<file path="src/rtl/text_line_if.sv">
// text_line_if: bundle between game-state logic, the text line controller and the font ROM / colour mux.
interface text_line_if;
    logic        frame_start;
    logic [12:0] DrawX;
    logic [12:0] DrawY;
    logic        wr_en;
    logic [3:0]  wr_idx;
    logic [6:0]  wr_char;
    logic        start;
    logic        clear;
    logic [4:0]  len;
    logic [3:0]  reveal_ticks;
    logic        is_text;
    logic [10:0] sprite_addr;
    logic [2:0]  font_col;
    logic        busy;
    logic        done;
    modport master (
        output frame_start, DrawX, DrawY, wr_en, wr_idx, wr_char, start, clear, len, reveal_ticks,
        input  is_text, sprite_addr, font_col, busy, done
    );
    modport slave (
        input  frame_start, DrawX, DrawY, wr_en, wr_idx, wr_char, start, clear, len, reveal_ticks,
        output is_text, sprite_addr, font_col, busy, done
    );
endinterface

</file>
<file path="src/rtl/text_line_ctrl.sv">
// text_line_ctrl: typewriter-style reveal of one 8x16 font-ROM text line with registered pixel lookup.
// Optional TEXT_BLINK_EN: text blinks 16 frames on / 16 off while in HOLD.
module text_line_ctrl #(
    parameter int START_X   = 364,
    parameter int START_Y   = 400,
    parameter int MAX_CHARS = 16
) (
    input logic        Clk,
    input logic        Reset,
    text_line_if.slave tl
);
    typedef enum logic [1:0] {IDLE, REVEAL, HOLD} state_t;
    state_t      state;
    logic [6:0]  char_buf [16];
    logic [4:0]  len_l, shown, len_c;
    logic [3:0]  rt_l, tick_cnt, idx;
    logic [6:0]  dx;
    logic [3:0]  dy;
    logic [12:0] x_end;
    logic        hit;
`ifdef TEXT_BLINK_EN
    logic [4:0]  blink_cnt;
`endif
    assign len_c = (tl.len > 5'(MAX_CHARS)) ? 5'(MAX_CHARS) : tl.len;
    always_ff @(posedge Clk or posedge Reset) begin
        if (Reset) begin
            for (int i = 0; i < 16; i++) char_buf[i] <= 7'h20;
        end else if (tl.wr_en && {28'd0, tl.wr_idx} < MAX_CHARS) begin
            char_buf[tl.wr_idx] <= tl.wr_char;
        end
    end
    always_ff @(posedge Clk or posedge Reset) begin
        if (Reset) begin
            state    <= IDLE;
            shown    <= '0;
            tick_cnt <= '0;
            len_l    <= '0;
            rt_l     <= '0;
            tl.busy  <= 1'b0;
            tl.done  <= 1'b0;
`ifdef TEXT_BLINK_EN
            blink_cnt <= '0;
`endif
        end else if (tl.clear) begin
            state    <= IDLE;
            shown    <= '0;
            tick_cnt <= '0;
            tl.busy  <= 1'b0;
            tl.done  <= 1'b0;
        end else if (tl.start) begin
            len_l    <= len_c;
            rt_l     <= tl.reveal_ticks;
            tick_cnt <= '0;
            if (tl.reveal_ticks == 4'd0 || len_c == 5'd0) begin
                shown   <= len_c;
                state   <= HOLD;
                tl.busy <= 1'b0;
                tl.done <= 1'b1;
`ifdef TEXT_BLINK_EN
                blink_cnt <= '0;
`endif
            end else begin
                shown   <= '0;
                state   <= REVEAL;
                tl.busy <= 1'b1;
                tl.done <= 1'b0;
            end
        end else if (state == REVEAL && tl.frame_start) begin
            if (tick_cnt == rt_l - 4'd1) begin
                tick_cnt <= '0;
                shown    <= shown + 5'd1;
                if (shown + 5'd1 == len_l) begin
                    state   <= HOLD;
                    tl.busy <= 1'b0;
                    tl.done <= 1'b1;
`ifdef TEXT_BLINK_EN
                    blink_cnt <= '0;
`endif
                end
            end else begin
                tick_cnt <= tick_cnt + 4'd1;
            end
`ifdef TEXT_BLINK_EN
        end else if (state == HOLD && tl.frame_start) begin
            blink_cnt <= blink_cnt + 5'd1;
`endif
        end
    end
    // Only the low bits of the offsets matter once the range checks pass.
    always_comb begin
        dx    = 7'(tl.DrawX - 13'(START_X));
        dy    = 4'(tl.DrawY - 13'(START_Y));
        idx   = dx[6:3];
        x_end = 13'(START_X) + {5'd0, len_l, 3'd0};
        hit   = state != IDLE
             && tl.DrawX >= 13'(START_X) && tl.DrawX < x_end
             && tl.DrawY >= 13'(START_Y) && tl.DrawY < 13'(START_Y) + 13'd16
             && {1'b0, idx} < shown;
`ifdef TEXT_BLINK_EN
        hit   = hit && !(state == HOLD && blink_cnt[4]);
`endif
    end
    always_ff @(posedge Clk or posedge Reset) begin
        if (Reset) begin
            tl.is_text     <= 1'b0;
            tl.sprite_addr <= '0;
            tl.font_col    <= '0;
        end else begin
            tl.is_text     <= hit;
            tl.sprite_addr <= hit ? {char_buf[idx], dy} : 11'd0;
            tl.font_col    <= hit ? dx[2:0] : 3'd0;
        end
    end
endmodule

</file>
<file path="src/flat_wrapper.sv">
// flat-port wrapper written by rule: the top's interface ports become plain ports
module text_line_ctrl_flat 
#(
    parameter int START_X   = 364,
    parameter int START_Y   = 400,
    parameter int MAX_CHARS = 16
)
  (Clk, Reset, tl_frame_start, tl_DrawX, tl_DrawY, tl_wr_en, tl_wr_idx, tl_wr_char, tl_start, tl_clear, tl_len, tl_reveal_ticks, tl_is_text, tl_sprite_addr, tl_font_col, tl_busy, tl_done);
  text_line_if tl_i ();
  input logic Clk;
  input logic Reset;
  input wire logic [$bits(tl_i.frame_start)-1:0] tl_frame_start;
  input wire logic [$bits(tl_i.DrawX)-1:0] tl_DrawX;
  input wire logic [$bits(tl_i.DrawY)-1:0] tl_DrawY;
  input wire logic [$bits(tl_i.wr_en)-1:0] tl_wr_en;
  input wire logic [$bits(tl_i.wr_idx)-1:0] tl_wr_idx;
  input wire logic [$bits(tl_i.wr_char)-1:0] tl_wr_char;
  input wire logic [$bits(tl_i.start)-1:0] tl_start;
  input wire logic [$bits(tl_i.clear)-1:0] tl_clear;
  input wire logic [$bits(tl_i.len)-1:0] tl_len;
  input wire logic [$bits(tl_i.reveal_ticks)-1:0] tl_reveal_ticks;
  output wire logic [$bits(tl_i.is_text)-1:0] tl_is_text;
  output wire logic [$bits(tl_i.sprite_addr)-1:0] tl_sprite_addr;
  output wire logic [$bits(tl_i.font_col)-1:0] tl_font_col;
  output wire logic [$bits(tl_i.busy)-1:0] tl_busy;
  output wire logic [$bits(tl_i.done)-1:0] tl_done;
  assign tl_i.frame_start = tl_frame_start;
  assign tl_i.DrawX = tl_DrawX;
  assign tl_i.DrawY = tl_DrawY;
  assign tl_i.wr_en = tl_wr_en;
  assign tl_i.wr_idx = tl_wr_idx;
  assign tl_i.wr_char = tl_wr_char;
  assign tl_i.start = tl_start;
  assign tl_i.clear = tl_clear;
  assign tl_i.len = tl_len;
  assign tl_i.reveal_ticks = tl_reveal_ticks;
  assign tl_is_text = tl_i.is_text;
  assign tl_sprite_addr = tl_i.sprite_addr;
  assign tl_font_col = tl_i.font_col;
  assign tl_busy = tl_i.busy;
  assign tl_done = tl_i.done;
  text_line_ctrl #(.START_X(START_X), .START_Y(START_Y), .MAX_CHARS(MAX_CHARS)) u_core (.Clk(Clk), .Reset(Reset), .tl(tl_i));
endmodule
</file>
<file path="config.mk">
export PLATFORM = sky130hd
export DESIGN_NAME = text_line_ctrl_flat
export DESIGN_NICKNAME = d
export VERILOG_FILES = /design/src/rtl/text_line_if.sv /design/src/rtl/text_line_ctrl.sv /design/src/flat_wrapper.sv
export SDC_FILE = /design/constraint.sdc
export NUM_CORES = 1
export LEC_CHECK = 0
export ABC_AREA = 0
export BUFFER_PORTS_ARGS = -buffer_cell sky130_fd_sc_hd__buf_2
export CAP_MARGIN = 5
export CELL_PAD_IN_SITES_DETAIL_PLACEMENT = 1
export CELL_PAD_IN_SITES_GLOBAL_PLACEMENT = 1
export CORE_MARGIN = 5
export CORE_UTILIZATION = 25
export CTS_CLUSTER_SIZE = 24
export DETAILED_ROUTE_END_ITERATION = 10
export GPL_ROUTABILITY_DRIVEN = 0
export GPL_TIMING_DRIVEN = 1
export PLACE_DENSITY = 0.45
export SLEW_MARGIN = 0
export SYNTH_ARGS = -nofsm -noshare
export SYNTH_HDL_FRONTEND = slang
export SYNTH_SLANG_ARGS = --single-unit
</file>
<file path="constraint.sdc">
create_clock -name Clk -period 5.3 [get_ports Clk]
set_input_delay 0.265 -clock Clk [delete_from_list [all_inputs] [get_ports Clk]]
set_output_delay 0.265 -clock Clk [all_outputs]
set_load 0.05 [all_outputs]
</file>
* Word-level counts from Yosys, hierarchy flattened
Cells that the tools add are included. W data, S select, Z words.
Storage, ports and cells: bits in registers 149, output and inout bits 17, word-level logic and storage cells 100
Operators by class: add/subtract/negate cells 6, $lt $le $gt $ge 9, eq/ne operators 3, multiplexer cells 36, bitwise gates (word level) 3, reductions and logical operators 17
Operators by type and width (number):
- $bwmux W112 | 1
- $mux W5 | 6
- $bmux W7 S4 | 1
- $demux W7 S4 | 1
- $ge A13 B9 Y1 const B | 2
- $mux W7 | 3
- $mux W4 | 4
- $lt A13 B10 Y1 | 1
- $lt A13 B9 Y1 const B | 1
- $mux W1 | 12
- $mux W2 | 6
- $mux W11 | 1
- $add A9 B8 Y10 const A | 1
- $ge A5 B5 Y1 const B | 2
- $not A4 Y5 | 2
- $reduce_bool A3 Y1 | 3
- $sub A4 B1 Y4 const B | 2
- $logic_and A1 B1 Y1 | 7
- $sub A7 B7 Y7 const B | 1
- $add A5 B1 Y5 const B | 1
- $eq A5 B5 Y1 | 1
- $gt A5 B5 Y1 const B | 1
- $logic_not A5 Y1 | 1
- $lt A4 B5 Y1 | 1
- other kinds (11) | 12

* Depth between registers and ports, before layout
word-level depth 7, gate-level depth with buffers 10

* Least setup slack after synthesis
No wires, ideal clock.
path type input to register, start input tl_DrawX[2], end register u_core.tl.sprite_addr[8], library setup time 126 ps, arrival 2134 ps, data required time 5174 ps, setup slack 3040 ps, cell stages on the path 10, cells stage by stage ha_1 -> o21ai_0 -> xnor2_1 -> buf_2 -> buf_2 -> ha_1 -> a211oi_1 -> o311ai_2 -> buf_6 -> a21oi_2
Between the ends: longest elaborated chain between the ends 7, elaborated cells between the ends (all ways) 14, classes of those cells 1 x add/sub; 3 x order compare; 4 x mux; 1 x bitwise; 5 x reduce/logical
Ends and longest elaborated chain:
- start, declared | RTL line flat_wrapper.sv:13 | input wire logic [$bits(tl_i.DrawX)-1:0] tl_DrawX;
- parallel branches: the longest is 6 deep, another holds $sub A7 B7 Y7
- $mux W11 * | RTL line text_line_ctrl.sv:110 | tl.sprite_addr <= hit ? {char_buf[idx], dy} : 11'd0;
- end signal, assigned | RTL line text_line_ctrl.sv:110
- end, declared | RTL line text_line_if.sv:24 | output is_text, sprite_addr, font_col, busy, done
Every way passes the cells marked *. The select of a mux whose other input is x is not followed. A chain may end at the register's enable or synchronous reset.

* Final worst setup path
start register u_core.len_l[0], end register u_core.tl.sprite_addr[4]
Between the ends: longest elaborated chain between the ends 7
Ends and longest elaborated chain:
- start, declared | RTL line text_line_ctrl.sv:15 | logic [4:0] len_l, shown, len_c;
- start signal, assigned | RTL line text_line_ctrl.sv:51 | len_l <= len_c;
- $add A9 B8 Y10 | RTL line text_line_ctrl.sv:94 | x_end = 13'(START_X) + {5'd0, len_l, 3'd0};
- $lt A13 B10 Y1 | RTL line text_line_ctrl.sv:96 | && tl.DrawX >= 13'(START_X) && tl.DrawX < x_end
- $logic_and A1 B1 Y1 | RTL line text_line_ctrl.sv:96
- $logic_and A1 B1 Y1 (2 in a row) | RTL line text_line_ctrl.sv:97 | && tl.DrawY >= 13'(START_Y) && tl.DrawY < 13'(START_Y) + 13'd16
- $logic_and A1 B1 Y1 | RTL line text_line_ctrl.sv:98 | && {1'b0, idx} < shown;
- $mux W11 | RTL line text_line_ctrl.sv:110
Every way passes these cells.

==> metrics.md <==
| Metric | Value |
|---|---|
| Synthesized Nets | `600` |
| First DRT Iteration DRCs | `251` |
| Endpoint type of the worst setup path | `register` |
| Worst skew pair latency | `430 ps` |
| Post-CTS Hold Buffers | `0` |
| FILL cells | `3045` |
| Worst Skew | `9.46 ps` |
| Layout cell share with drive strength beyond 1 | `44.4%` |
| Max_cap viols | `0` |
| RSZ-0062 raised after global routing | `false` |
| Final Max Tran Viols | `0` |
| Post-DR wirelength/cell | `19.8 µm` |
| Peak VDD IR | `0.216 mV` |
| Most common flop cell mapped by yosys | `dfrtp_1` |
| DP HPWL | `13800 µm` |
| Via Count | `4649` |
| Pin count of the biggest net entering global routing | `93` |
| Postcts setup bufs | `0` |
| Syn avg cell area | `13.4 µm²` |
| Sequential share of the synthesized area | `51.9%` |
| Distinct cells, synth | `52` |
| Synth Register Bits | `147` |
| CTS Sinks | `147` |
| H-tree levels | `4` |
| Final WL | `19600 µm` |
| WP data arrival | `2790 ps` |
| Critical Path RT | `5640 ps` |
| Die area | `32000 µm²` |
| Floorplan row count | `61` |
| Area Growth Syn to Fin | `18.4%` |
| Clock slew at reported path FFs | `70 ps` |
| Outcome | `completed` |
| Core box area | `27900 µm²` |
| Horiz. Die Dim | `179 µm` |
| Post-synth EDFFs | `0` |
| Post-synth ARST share | `100%` |
| HP Class | `in2async` |
| Commonest non-fill, non-tap cell in the layout | `dfrtp_1` |
| Ys Warns | `0` |
| Initial Util | `25.5%` |
| Antenna violations before repair | `0` |
| Peak Freq | `408 MHz` |
| Post-CTS sizing | `0` |
| Syn Inst Count | `533` |
| Worst Tran Pin Value | `1020 ps` |
| Startpoint types | `register` |
| Cell leakage power | `3.63 nW` |
| Period minus WS final | `2450 ps` |
| Final hold slack | `16.6 ps` |
| Drt first pass iters | `4` |
| First-pass GRT wire length | `31100 µm` |
| Post-Syn Area | `7120 µm²` |
| CTS Buf Count | `17` |
| CTS max path bufs | `2` |
| Final Hold Viols | `0` |
| Clk root buf | `clkbuf_16` |
| Crit path max fanout | `15` |
| Number of global-route vias before repair | `5283` |
| CTS tree | `yes` |
| Inserted Diodes | `0` |
| DR vias/cell | `4.70` |
| # DRC | `0` |
| Die Height | `179 µm` |
| Power Density | `382 nW/µm²` |
| Most frequent cells in the layout | `dfrtp_1 (131), mux2_2 (113), buf_2 (68), nand2_1 (29), mux4_2 (28)` |
| Tcrit/Tclk final | `46.2%` |
| Layout Nets | `666` |
| IO buf count | `68` |
| CP Class | `reg2reg` |
| GRT Util Overall | `12.8%` |
| Final setup violation count | `0` |
| Max_slew headroom | `31.6%` |
| ANT nets after route | `0` |
| Grt total ovfl | `0` |
| Setup TNS | `0 ps` |
| IO Pins | `69` |
[stage by stage]
stage               power (mW)  instance area, µm²  std cells  utilization (%)  setup WS [ps]
floorplan                 1.90                7120        533                -           1110
global placement          2.05                7870        958             28.2           2700
detailed placement        2.09                7870        958             28.2           2650
CTS                       3.28                8430        990             30.2           2790
global route              3.40                8430        990             30.2           2580
finish                    3.22                8430        990             30.2           2850
[routing by layer]
metal	routed length, µm	track usage, %	share of wire (%)	vias up
li1	-	-	-	2092
met1	9400	17.5	48	2455
met2	9250	20.5	47	84
met3	711	2.55	3.6	18
met4	276	3.90	1.4	0
met5	0	0	0	-
[final timing paths]
path	end	slack, ps	cells after the start	from
hold reg to reg	u_core.char_buf[104]	510	1	u_core.char_buf[104]
hold / removal	u_core.tl.sprite_addr[2]	20	2	Reset
min in group Clk	u_core.rt_l[3]	40	3	tl_reveal_ticks[3]
max in group asynchronous	u_core.char_buf[104]	3990	3	Reset
setup / recovery	u_core.tl.sprite_addr[4]	2850	10	u_core.len_l[0]
setup reg to reg	u_core.tl.sprite_addr[4]	2850	10	u_core.len_l[0]
[registers in the layout, summed over array words and instances, names as in the netlist]
signal and count:
u_core.tl.sprite_addr 11, u_core.tl.is_text 1, u_core.rt_l 4, u_core.shown 5, u_core.tl.busy 1, u_core.state 1
u_core.len_l 5, u_core.tl.font_col 3, u_core.tick_cnt 4, u_core.char_buf 112
[power breakdown]
part	total, mW	switching (mW)	internal (mW)
registers	1.47	0.118	1.35
clock network	1.17	0.546	0.623
logic	0.583	0.251	0.332
[cell families after synthesis]
kind of cell    count (synthesis)  share of synthesized area [%]
compound gates                 60                           6.10
flops                         147                           51.9
buf+inv                        43                           2.58
simple gates                  109                           7.61
mux                           141                           26.7
xor+xnor                       18                           2.42
fa+ha+maj                      15                           2.64
[synthesized netlist by cell type (all sizes together) (2+ instances only)]
master,n,share of area [%]
a21oi,16,1.3
nor2b,4,0.35
mux4,28,8.9
mux2,113,18
nand4,5,0.44
a22oi,15,1.6
xnor2,12,1.5
xor2,5,0.61
clkbuf,18,0.95
nand3,17,1.2
a31oi,2,0.18
nand3b,5,0.53
nand2b,4,0.35
nor3,6,0.42
dfstp,16,5.9
o31ai,2,0.21
dfrtp,131,46
or3,4,0.35
a211oi,2,0.21
o21ai,9,0.63
o22ai,2,0.18
buf,7,0.69
or4,2,0.21
ha,15,2.6
nand2,29,1.5
nor2,24,1.3
a21o,2,0.21
inv,18,0.95
[cell type report]
cell class              instances  area [µm²]  share of cell area [%]
clock buffers                  17         425                    5.04
clock inverters                15         139                    1.65
inverters                      18        72.6                   0.861
multi-input cells             343        3250                    38.6
flip-flops and latches        147        3700                    43.9
well taps                     378         473                    5.61
repair buffers                 72         370                    4.39
[worst max-delay path, stage by stage (launching register included)]
cell and delay, ps:
dfrtp_1 470, ha_1 270, or4_1 390, nand2_1 80, ha_1 250, nand4_1 90
nand3_1 80, o211ai_1 220, o311ai_2 140, buf_4 230, a21oi_1 140
Power figures use the tool's default switching activity.
